**config.mk**
```make
export PLATFORM = sky130hd
export DESIGN_NAME = arith_issue_ctrl
export DESIGN_NICKNAME = d
export VERILOG_FILES = /design/src/rtl/arith_issue_ctrl.sv
export SDC_FILE = /design/constraint.sdc
export NUM_CORES = 1
export LEC_CHECK = 0
export ABC_AREA = 1
export CORE_MARGIN = 3
export CORE_UTILIZATION = 41
export DETAILED_ROUTE_END_ITERATION = 7
export PLACE_DENSITY = 0.83
export SLEW_MARGIN = 40
export SYNTH_ARGS = -nofsm -noshare
export SYNTH_HDL_FRONTEND = slang
export SYNTH_SLANG_ARGS = --single-unit
export TNS_END_PERCENT = 50
```
**constraint.sdc**
```tcl
create_clock -name clk -period 1.95 [get_ports clk]
set_input_delay 0.2925 -clock clk [delete_from_list [all_inputs] [get_ports clk]]
set_output_delay 0.2925 -clock clk [all_outputs]
set_load 0.05 [all_outputs]
```
**src/rtl/arith_issue_ctrl.sv**
```systemverilog
// arith_issue_ctrl: valid/ready multicycle issue front-end for a combinational add/sub/mul/div datapath
// Optional stat counters are compiled in with ARITH_ISSUE_STATS_EN.
module arith_issue_ctrl #(
    parameter int SETTLE_CYCLES = 2
) (
    input  logic        clk,
    input  logic        rst_n,
    input  logic        cmd_valid,
    output logic        cmd_ready,
    input  logic [1:0]  cmd_op,
    input  logic [7:0]  cmd_a,
    input  logic [7:0]  cmd_b,
    output logic [7:0]  op_a,
    output logic [7:0]  op_b,
    input  logic [7:0]  dp_sum,
    input  logic [7:0]  dp_diff,
    input  logic [15:0] dp_prod,
    input  logic [7:0]  dp_quotient,
    input  logic [7:0]  dp_remainder,
    output logic        rsp_valid,
    input  logic        rsp_ready,
    output logic [15:0] rsp_data,
    output logic [1:0]  rsp_op,
    output logic        rsp_err
`ifdef ARITH_ISSUE_STATS_EN
    ,
    output logic [15:0] stat_cmd_count,
    output logic [7:0]  stat_err_count
`endif
);
    typedef enum logic [1:0] {IDLE, SETTLE, HOLD} state_t;
    state_t      state;
    logic [3:0]  cnt;
    logic [1:0]  op;
    logic        cmd_hs, dz;
    logic [15:0] res;
    assign cmd_ready = rst_n && (state == IDLE || (state == HOLD && rsp_ready));
    assign cmd_hs = cmd_valid && cmd_ready;
    assign dz = op == 2'd3 && op_b == 8'd0;
    always_comb res = op == 2'd0 ? {8'h00, dp_sum} :
                      op == 2'd1 ? {8'h00, dp_diff} :
                      op == 2'd2 ? dp_prod :
                      dz ? {op_a, 8'hFF} : {dp_remainder, dp_quotient};
    always_ff @(posedge clk or negedge rst_n) begin
        if (!rst_n) begin
            state     <= IDLE;
            cnt       <= '0;
            op        <= '0;
            op_a      <= '0;
            op_b      <= '0;
            rsp_valid <= 1'b0;
            rsp_data  <= '0;
            rsp_op    <= '0;
            rsp_err   <= 1'b0;
        end else begin
            if (cmd_hs) begin
                op_a <= cmd_a;
                op_b <= cmd_b;
                op   <= cmd_op;
                cnt  <= 4'(SETTLE_CYCLES - 1);
            end
            case (state)
                IDLE: if (cmd_valid) state <= SETTLE;
                SETTLE: begin
                    if (cnt == 4'd0) begin
                        rsp_data  <= res;
                        rsp_op    <= op;
                        rsp_err   <= dz;
                        rsp_valid <= 1'b1;
                        state     <= HOLD;
                    end else begin
                        cnt <= cnt - 4'd1;
                    end
                end
                HOLD: begin
                    // a command arriving with the retiring response skips IDLE
                    if (rsp_ready) begin
                        rsp_valid <= 1'b0;
                        state     <= cmd_valid ? SETTLE : IDLE;
                    end
                end
                default: state <= IDLE;
            endcase
        end
    end
`ifdef ARITH_ISSUE_STATS_EN
    always_ff @(posedge clk or negedge rst_n) begin
        if (!rst_n) begin
            stat_cmd_count <= '0;
            stat_err_count <= '0;
        end else if (rsp_valid && rsp_ready) begin
            if (stat_cmd_count != '1) stat_cmd_count <= stat_cmd_count + 16'd1;
            if (rsp_err && stat_err_count != '1) stat_err_count <= stat_err_count + 8'd1;
        end
    end
`endif
endmodule
```
Yosys cells after proc, flatten, opt, wreduce, memory -nomap -nowiden. Index checks and enable logic that the tools add are counted. Widths: inputs -> output; s select.

Logic and storage cells: 46. Output and inout port bits: 37. Register bits after elaboration: 44.

$add $sub $neg: 1. Reduce and logical (&&, ||, !) cells: 13. Eq/ne operators: 8. Mux-type cells: 15.

Operators by type and width (number): $mux 16 (4); $mux 4 (3); $logic_not 8->1 (1); $eq 2x2->1 const B (3); $mux 2 (3); $ne 2x2->1 const B (3); $pmux 2 s3 (1); $reduce_and 3->1 (2); $eq 2x1->1 const B (2); $logic_and 1x1->1 (4); $logic_not 2->1 (2); $logic_not 4->1 (1); $sub 4x1->4 const B (1); $mux 1 (3); $pmux 1 s2 (1); $reduce_and 2->1 (1); $reduce_bool 2->1 (1); $logic_or 1x1->1 (1).

Logic depth before layout (Yosys ltp). Gate-level depths: netlist (run 1).

Word-level depth: 8. Gate-level depth with buffers: 9.

Worst setup path after synthesis (run 1). OpenSTA, ideal clock, no wires.

Path type: register to register. From: register op_b[3]. To: register rsp_data[10]. Period minus slack after synthesis: 1.485 ns. Data arrival time: 1.368 ns. Slack: 0.465 ns. Stages on the path, launching flop included: 10. Required time: 1.832 ns. Path through: dfrtp_1 -> nor2_1 -> nand2_1 -> nor2_2 -> nand2_2 -> buf_6 -> nand2_1 -> nand3_1 -> nand2_1 -> nand2_1.

Longest elaborated chain between the ends: 6.

RTL lines: start, declared (line 14) `output logic [7:0] op_b,`; start signal, assigned (line 58) `op_b <= cmd_b;`; $logic_not 8->1 (line 39) `assign dz = op == 2'd3 && op_b == 8'd0;`; $logic_and 1x1->1 (line 39); $mux 16 (line 43) `dz ? {op_a, 8'hFF} : {dp_remainder, dp_quotient};`; $mux 16 (line 42) `op == 2'd2 ? dp_prod :`; $mux 16 (line 41) `op == 2'd1 ? {8'h00, dp_diff} :`; $mux 16 (line 40) `always_comb res = op == 2'd0 ? {8'h00, dp_sum} :`; end signal, assigned (line 66) `rsp_data <= res;`; end, declared (line 22) `output logic [15:0] rsp_data,`.

No other way between the ends. A chain may end at the register's enable or synchronous reset.

Final worst setup path (run 1).
From: register op_b[3]. To: output port op_b[3].

No word-level cell between the ends.

==> impl_metrics.py, run 1 <==
metrics = {
    "status": {
        "status": "completed",
    },
    "die": {
        "rows": 26,
        "initial_core_util_pct": 43.97,
        "die-width_um": 81.18,
        "die-area_mm2": 0.006590,
        "core_area_mm2": 0.005270,
        "ios": 107,
        "fp.dieH_um": 81.18,
    },
    "timing": {
        "clock.fmax_ghz": 0.5530,
        "max-slew-margin-rel_pct": 63.40,
        "finalClockSkew_ns": 0.005702,
        "hold_viol": 0,
        "rsz0062_at_grt": "false",
        "fin_crit_ns": 1.808,
        "setup_tns_ns": 0,
        "drv_slew": 0,
        "tightest_slew_ns": 0.5490,
        "setup_viol": 0,
        "timing.final.crit_share_pct": 92.74,
    },
    "pwr": {
        "power.density_mw_per_mm2": 1667,
        "power_mw": 5.913,
        "ir_drop_v": 0.001010,
        "p_leak_nw": 1.730,
    },
    "clock_network": {
        "ctsLongestPathBuffers": 2,
        "post_cts_buffers": 0,
        "cts_resized": 0,
        "cts.sinks": 44,
        "htree_levels": 2,
        "cts_tree": "done",
        "cts_root_buf": "clkbuf_8",
        "cts_made_buffers": 5,
        "cts_hold_buffers": 0,
        "worstSkewPairLatency_ns": 0.30,
        "path_clk_slew_ns": 0.08,
    },
    "logic_synthesis": {
        "netlist.area_leader.share_pct": 47.52,
        "synth_common_cells": "nand2_1, nor2_1, dfrtp_1",
        "ys_warn_count": 0,
        "synth_largest_area_cell": "dfrtp_1",
        "synth_area_leaders": "dfrtp_1, nand2_1, nor2_1",
        "synth_adder_area_share_pct": 0.5400,
        "async_reset_ff_share_pct": 100.0,
        "synth_xor_area_share_pct": 0.7559,
        "synth_top_family_by_area": "simple AND/OR/NAND/NOR gates",
        "synth_seq_cells": 44,
        "yosysSeqAreaShare_pct": 47.52,
        "syn_avg_cell_area_um2": 7.264,
        "synth_cell_types": 28,
        "synth_nets": 390,
        "synth_flop_cell": "dfrtp_1",
        "synth_edf_count": 0,
        "yosys-mux-area-fraction_pct": 0,
        "syn_inst": 319,
        "synth-compound-area-share_pct": 5.076,
        "synth_simple_gate_area_share_pct": 39.25,
        "synth.cell_area_mm2": 0.002317,
        "synth.most_common_cell": "nand2_1",
    },
    "routing": {
        "avgViaCountPerCell": 4.808,
        "drtAntennaViolNets": 0,
        "drt_iter0_drc": 100,
        "wl_per_cell_um": 13.45,
        "route.vias.total": 2385,
        "first_pass_iters": 4,
        "drc": 0,
        "wirelength_um": 6670,
    },
    "place": {
        "gp_congestion": 0.8589,
        "dp_hpwl_um": 5185,
        "io_buffers": 106,
    },
    "worst_setup_path": {
        "endpoint_kind": "output port",
        "required_ns": 1.66,
        "path_cells": "clkdlybuf4s50_1",
        "crit_arrival_ns": 1.52,
        "cp_top_family": "buffers and inverters",
        "cp_slowest_cell": "clkdlybuf4s50_1",
        "max_stage_delay_ns": 0.83,
        "crit_fanout": 3,
        "critical_path_buf_inv_count": 1,
        "worstSetupStartpointType": "flop",
        "critPathKind": "flop to output port",
    },
    "global_route": {
        "antenna_found_initial": 0,
        "track_usage_pct": 21.55,
        "grt_pass1_wl_um": 10860,
        "overflow": 0,
        "grt_max_degree": 45,
        "grt_pass1_vias": 2363,
    },
    "layout": {
        "syn_to_final_growth_pct": 53.08,
        "fin_nets": 496,
        "diodes": 0,
        "drive_above_1_share_pct": 6.103,
    },
    "job": {
        "cap_violations": 0,
    },
    "worst_hold_path": {
        "min_path_type": "input port to async pin",
    },
}
## stage by stage
stage,hold WS (ns),std cells,util [%],worst slack [ns],instance area (µm²)
5_1_grt,0.1175,496,67.31,0.01059,3547
3_5_place_dp,0.4226,488,65.27,0.03048,3440
4_1_cts,0.09468,496,67.31,0.1301,3547
2_1_floorplan,-0.003091,319,-,0.4646,2317
3_3_place_gp,0.4206,488,65.27,0.1265,3440
6_report,0.08074,496,67.31,0.1417,3547
## layer usage
layer	global-route usage, %	share of wire [%]	vias to the layer above
li1	-	-	1206
met1	27.25	44	1082
met2	36.04	48	88
met3	5.543	7.2	9
met4	6.757	1.4	0
met5	0	0	-
## placed cells by master, fill, tap and decap left out, drive strengths merged
master,n
clkinv,1
o21bai,1
clkdlybuf4s50,104
nand3,34
bufinv,1
a21oi,7
xor2,1
xnor2,1
o2111ai,2
nand2,127
o31ai,1
clkbuf,6
ha,1
buf,7
nor2,49
nor3,3
inv,24
nand4,1
o21ai,10
and2,1
dfrtp,44
## path summary, 6_finish.rpt
kind / from / endpoint / slack [ns] / cells past startpoint
setup reg to reg: cnt[0] / rsp_data[14] / 0.22 / 7
setup / recovery: op_b[3] / op_b[3] / 0.14 / 1
hold / removal: rst_n / state[0] / 0.08 / 2
min in group clk: rsp_op[1] / rsp_op[1] / 0.48 / 2
max in group asynchronous: rst_n / rsp_data[12] / 1.49 / 2
hold reg to reg: rsp_op[1] / rsp_op[1] / 0.48 / 2
## cell type report
type / instances / area, µm²
clock buffer: 6 / 72.57
clock inverter: 2 / 35.03
fill: 471 / 1723
inverter: 24 / 90.09
multi-input combinational: 239 / 1057
sequential: 44 / 1101
tap: 70 / 87.58
timing repair buffer: 111 / 1104
## kinds of logic (layout without fill, tap and decap cells)
kind of cell,after synthesis,count (layout)
buffers and inverters,36,143
adder cells (fa/ha/maj),1,1
AND/OR/NAND/NOR,215,215
AO/OA/AOI/OAI,21,21
flip-flops,44,44
XOR/XNOR,2,2
## sequential cells by signal (all words and copies together), names as in the netlist
name       flops
rsp_op         2
rsp_data      16
state          2
rsp_err        1
rsp_valid      1
op_b           8
op             2
cnt            4
op_a           8
## where the power goes
part	total [mW]	switching [mW]	leakage [nW]	internal, mW
Combinational	3.55	2.36	1.14	1.19
Sequential	1.68	0.334	0.539	1.34
Clock	0.685	0.305	0.0552	0.380
Note: power is estimated with default switching activity, not from simulation.
==> inputs of run 2 (changes only) <==
--- a/config.mk
+++ b/config.mk
@@ -9,6 +9,7 @@
 export CORE_MARGIN = 3
 export CORE_UTILIZATION = 41
 export DETAILED_ROUTE_END_ITERATION = 7
+export HOLD_SLACK_MARGIN = 0.02
 export PLACE_DENSITY = 0.83
 export SLEW_MARGIN = 40
 export SYNTH_ARGS = -nofsm -noshare
==> constraint.sdc (replaced) <==
create_clock -name clk -period 1.9 [get_ports clk]
set_input_delay 0.285 -clock clk [delete_from_list [all_inputs] [get_ports clk]]
set_output_delay 0.285 -clock clk [all_outputs]
set_load 0.05 [all_outputs]
==> run 2 against run 1 <==
Flip-flop and latch count is the same. First-iteration DRC count grew 62%. Clock power up 3%. Critical endpoint is now op_a[5]. Via count rose by 2.3%. Global-route usage shrank 0.25 points. Cell count did not move. Clock-buffer cell count unchanged. Clock skew increased by 0.0052 ns. Non-clock buffer count did not move. Largest cell class unchanged. Wire length shrank 0.12%. Combinational power is 3% higher. Hold slack worse by 0.0030 ns.
==> impl_metrics.py, run 2 (synthesis gave the netlist of run 1 again) <==
metrics = {
    "pwr": {
        "p_leak_nw": 1.731,
        "ir_drop_v": 0.0009769,
        "power.density_mw_per_mm2": 1711,
        "p_switching_mw": 3.084,
        "p_comb_share_pct": 60.2,
        "cellInternalPower_mw": 2.990,
        "sequentialPowerShare_pct": 28.3,
        "swShare_pct": 50.78,
        "clkPwrFrac_pct": 11.6,
    },
    "layout": {
        "diodes": 0,
        "layout_commonest_cell": "nand2_1",
        "fin_nets": 496,
        "syn_to_final_growth_pct": 53.19,
        "regMostFlops": "rsp_data",
        "final_cell_mix": "nand2_1, clkdlybuf4s50_1, nor2_1",
        "largestRegisters": "rsp_data: 16 flops, op_a: 8 flops, op_b: 8 flops",
        "drive_above_1_share_pct": 6.103,
        "largest_reg_flops": 16,
        "layout.cells.non_filler": 496,
    },
    "die": {
        "core_area_mm2": 0.005270,
        "ios": 107,
        "fp.dieH_um": 81.18,
        "initial_core_util_pct": 43.97,
        "die-area_mm2": 0.006590,
        "die-width_um": 81.18,
        "rows": 26,
    },
    "clock_network": {
        "cts.sinks": 44,
        "cts_made_buffers": 5,
        "worstSkewPairLatency_ns": 0.30,
        "cts_root_buf": "clkbuf_8",
        "cts_hold_buffers": 0,
        "ctsLongestPathBuffers": 2,
        "post_cts_buffers": 0,
        "htree_levels": 2,
        "path_clk_slew_ns": 0.08,
        "cts_tree": "done",
    },
    "worst_setup_path": {
        "endpoint_kind": "output port",
        "required_ns": 1.62,
        "max_stage_delay_ns": 0.82,
        "crit_arrival_ns": 1.53,
        "crit_fanout": 3,
        "timing.rr.start": "cnt[0]",
        "cp_slowest_cell": "clkdlybuf4s50_1",
        "cp_top_family": "buffers and inverters",
        "worstSetupStartpointType": "flop",
        "critPathKind": "flop to output port",
        "critical_path_buf_inv_count": 1,
        "path_cells": "clkdlybuf4s50_1",
        "startpoint": "op_a[5]",
    },
    "routing": {
        "drtAntennaViolNets": 0,
        "first_pass_iters": 7,
        "route.vias.total": 2440,
        "drc": 0,
        "wl_per_cell_um": 13.43,
        "wirelength_um": 6662,
        "avgViaCountPerCell": 4.919,
        "drt_iter0_drc": 162,
    },
    "worst_hold_path": {
        "min_path_type": "input port to async pin",
    },
    "place": {
        "gp_congestion": 0.8397,
        "io_buffers": 106,
        "dp_hpwl_um": 5192,
        "dp_cells": 488,
    },
    "timing": {
        "whs_ns": 0.07770,
        "finalClockSkew_ns": 0.01090,
        "setup_viol": 0,
        "hold_viol": 0,
        "timing.final.crit_share_pct": 95.29,
        "clock.fmax_ghz": 0.5523,
        "max-slew-margin-rel_pct": 63.06,
        "tightest_slew_ns": 0.5541,
        "fin_crit_ns": 1.811,
        "drv_slew": 0,
        "rsz0062_at_grt": "false",
    },
    "status": {
        "status": "completed",
    },
    "global_route": {
        "overflow": 0,
        "grt_max_degree": 45,
        "grt_pass1_wl_um": 10830,
        "track_usage_pct": 21.30,
        "antenna_found_initial": 0,
        "grt_pass1_vias": 2292,
    },
    "job": {
        "cap_violations": 0,
    },
}
[run 2: cell type report]
class,count,area [µm²]
fill,463,1720
timing repair buffer,111,1104
sequential,44,1101
multi-input combinational,239,1057
inverter,24,92.59
tap,70,87.58
clock buffer,6,72.57
clock inverter,2,35.03
[run 2: layer usage]
metal,GRT usage (%),wire (µm)
met3,4.878,508
met2,35.80,3184
met5,0,0
met4,5.574,95
met1,27.64,2873
[run 2: timing repair]
action                                  in CTS  in global routing
gates resized for setup                      0                  2
endpoints found under the setup margin       0                  1
hold endpoints to repair                     0                  0
[run 2: path summary, 6_finish.rpt]
kind / cells after the start / endpoint / slack (ns)
setup / recovery: 1 / op_a[5] / 0.09
hold / removal: 2 / state[0] / 0.08
setup reg to reg: 8 / rsp_data[5] / 0.16
min in group clk: 2 / rsp_op[1] / 0.47
hold reg to reg: 2 / rsp_op[1] / 0.47
max in group asynchronous: 2 / rsp_data[12] / 1.44
[run 2: stage by stage]
| step | setup TNS (ns) | instance area (µm²) | worst slack, ns | total power [mW] | utilization, % |
|---|---|---|---|---|---|
| 6_report | 0 | 3550 | 0.08946 | 6.074 | 67.36 |
| 5_1_grt | 0 | 3550 | 0.007690 | 6.507 | 67.36 |
| 4_1_cts | 0 | 3547 | 0.07859 | 6.116 | 67.31 |
| 3_5_place_dp | -0.02958 | 3440 | -0.01251 | 5.398 | 65.27 |
| 3_3_place_gp | 0 | 3440 | 0.08454 | 5.311 | 65.27 |
| 2_1_floorplan | 0 | 2317 | 0.4146 | 4.143 | - |
[run 2: power by group through the flow]
stage          Combinational, mW  Sequential (mW)  Clock, mW
6_report                    3.65             1.72      0.704
2_1_floorplan               1.27             2.88          0
3_3_place_gp                3.59             1.72          0
4_1_cts                     3.68             1.72      0.721
3_5_place_dp                3.67             1.73          0
5_1_grt                     3.96             1.78      0.770
==> inputs of run 3 (changes only) <==
--- a/config.mk
+++ b/config.mk
@@ -9,6 +9,7 @@
 export CORE_MARGIN = 3
 export CORE_UTILIZATION = 41
 export DETAILED_ROUTE_END_ITERATION = 7
+export GPL_ROUTABILITY_DRIVEN = 0
 export HOLD_SLACK_MARGIN = 0.02
 export PLACE_DENSITY = 0.83
 export SLEW_MARGIN = 40
==> results of run 3 <==
Final layout, timing and power as in run 2 (identical DEF).
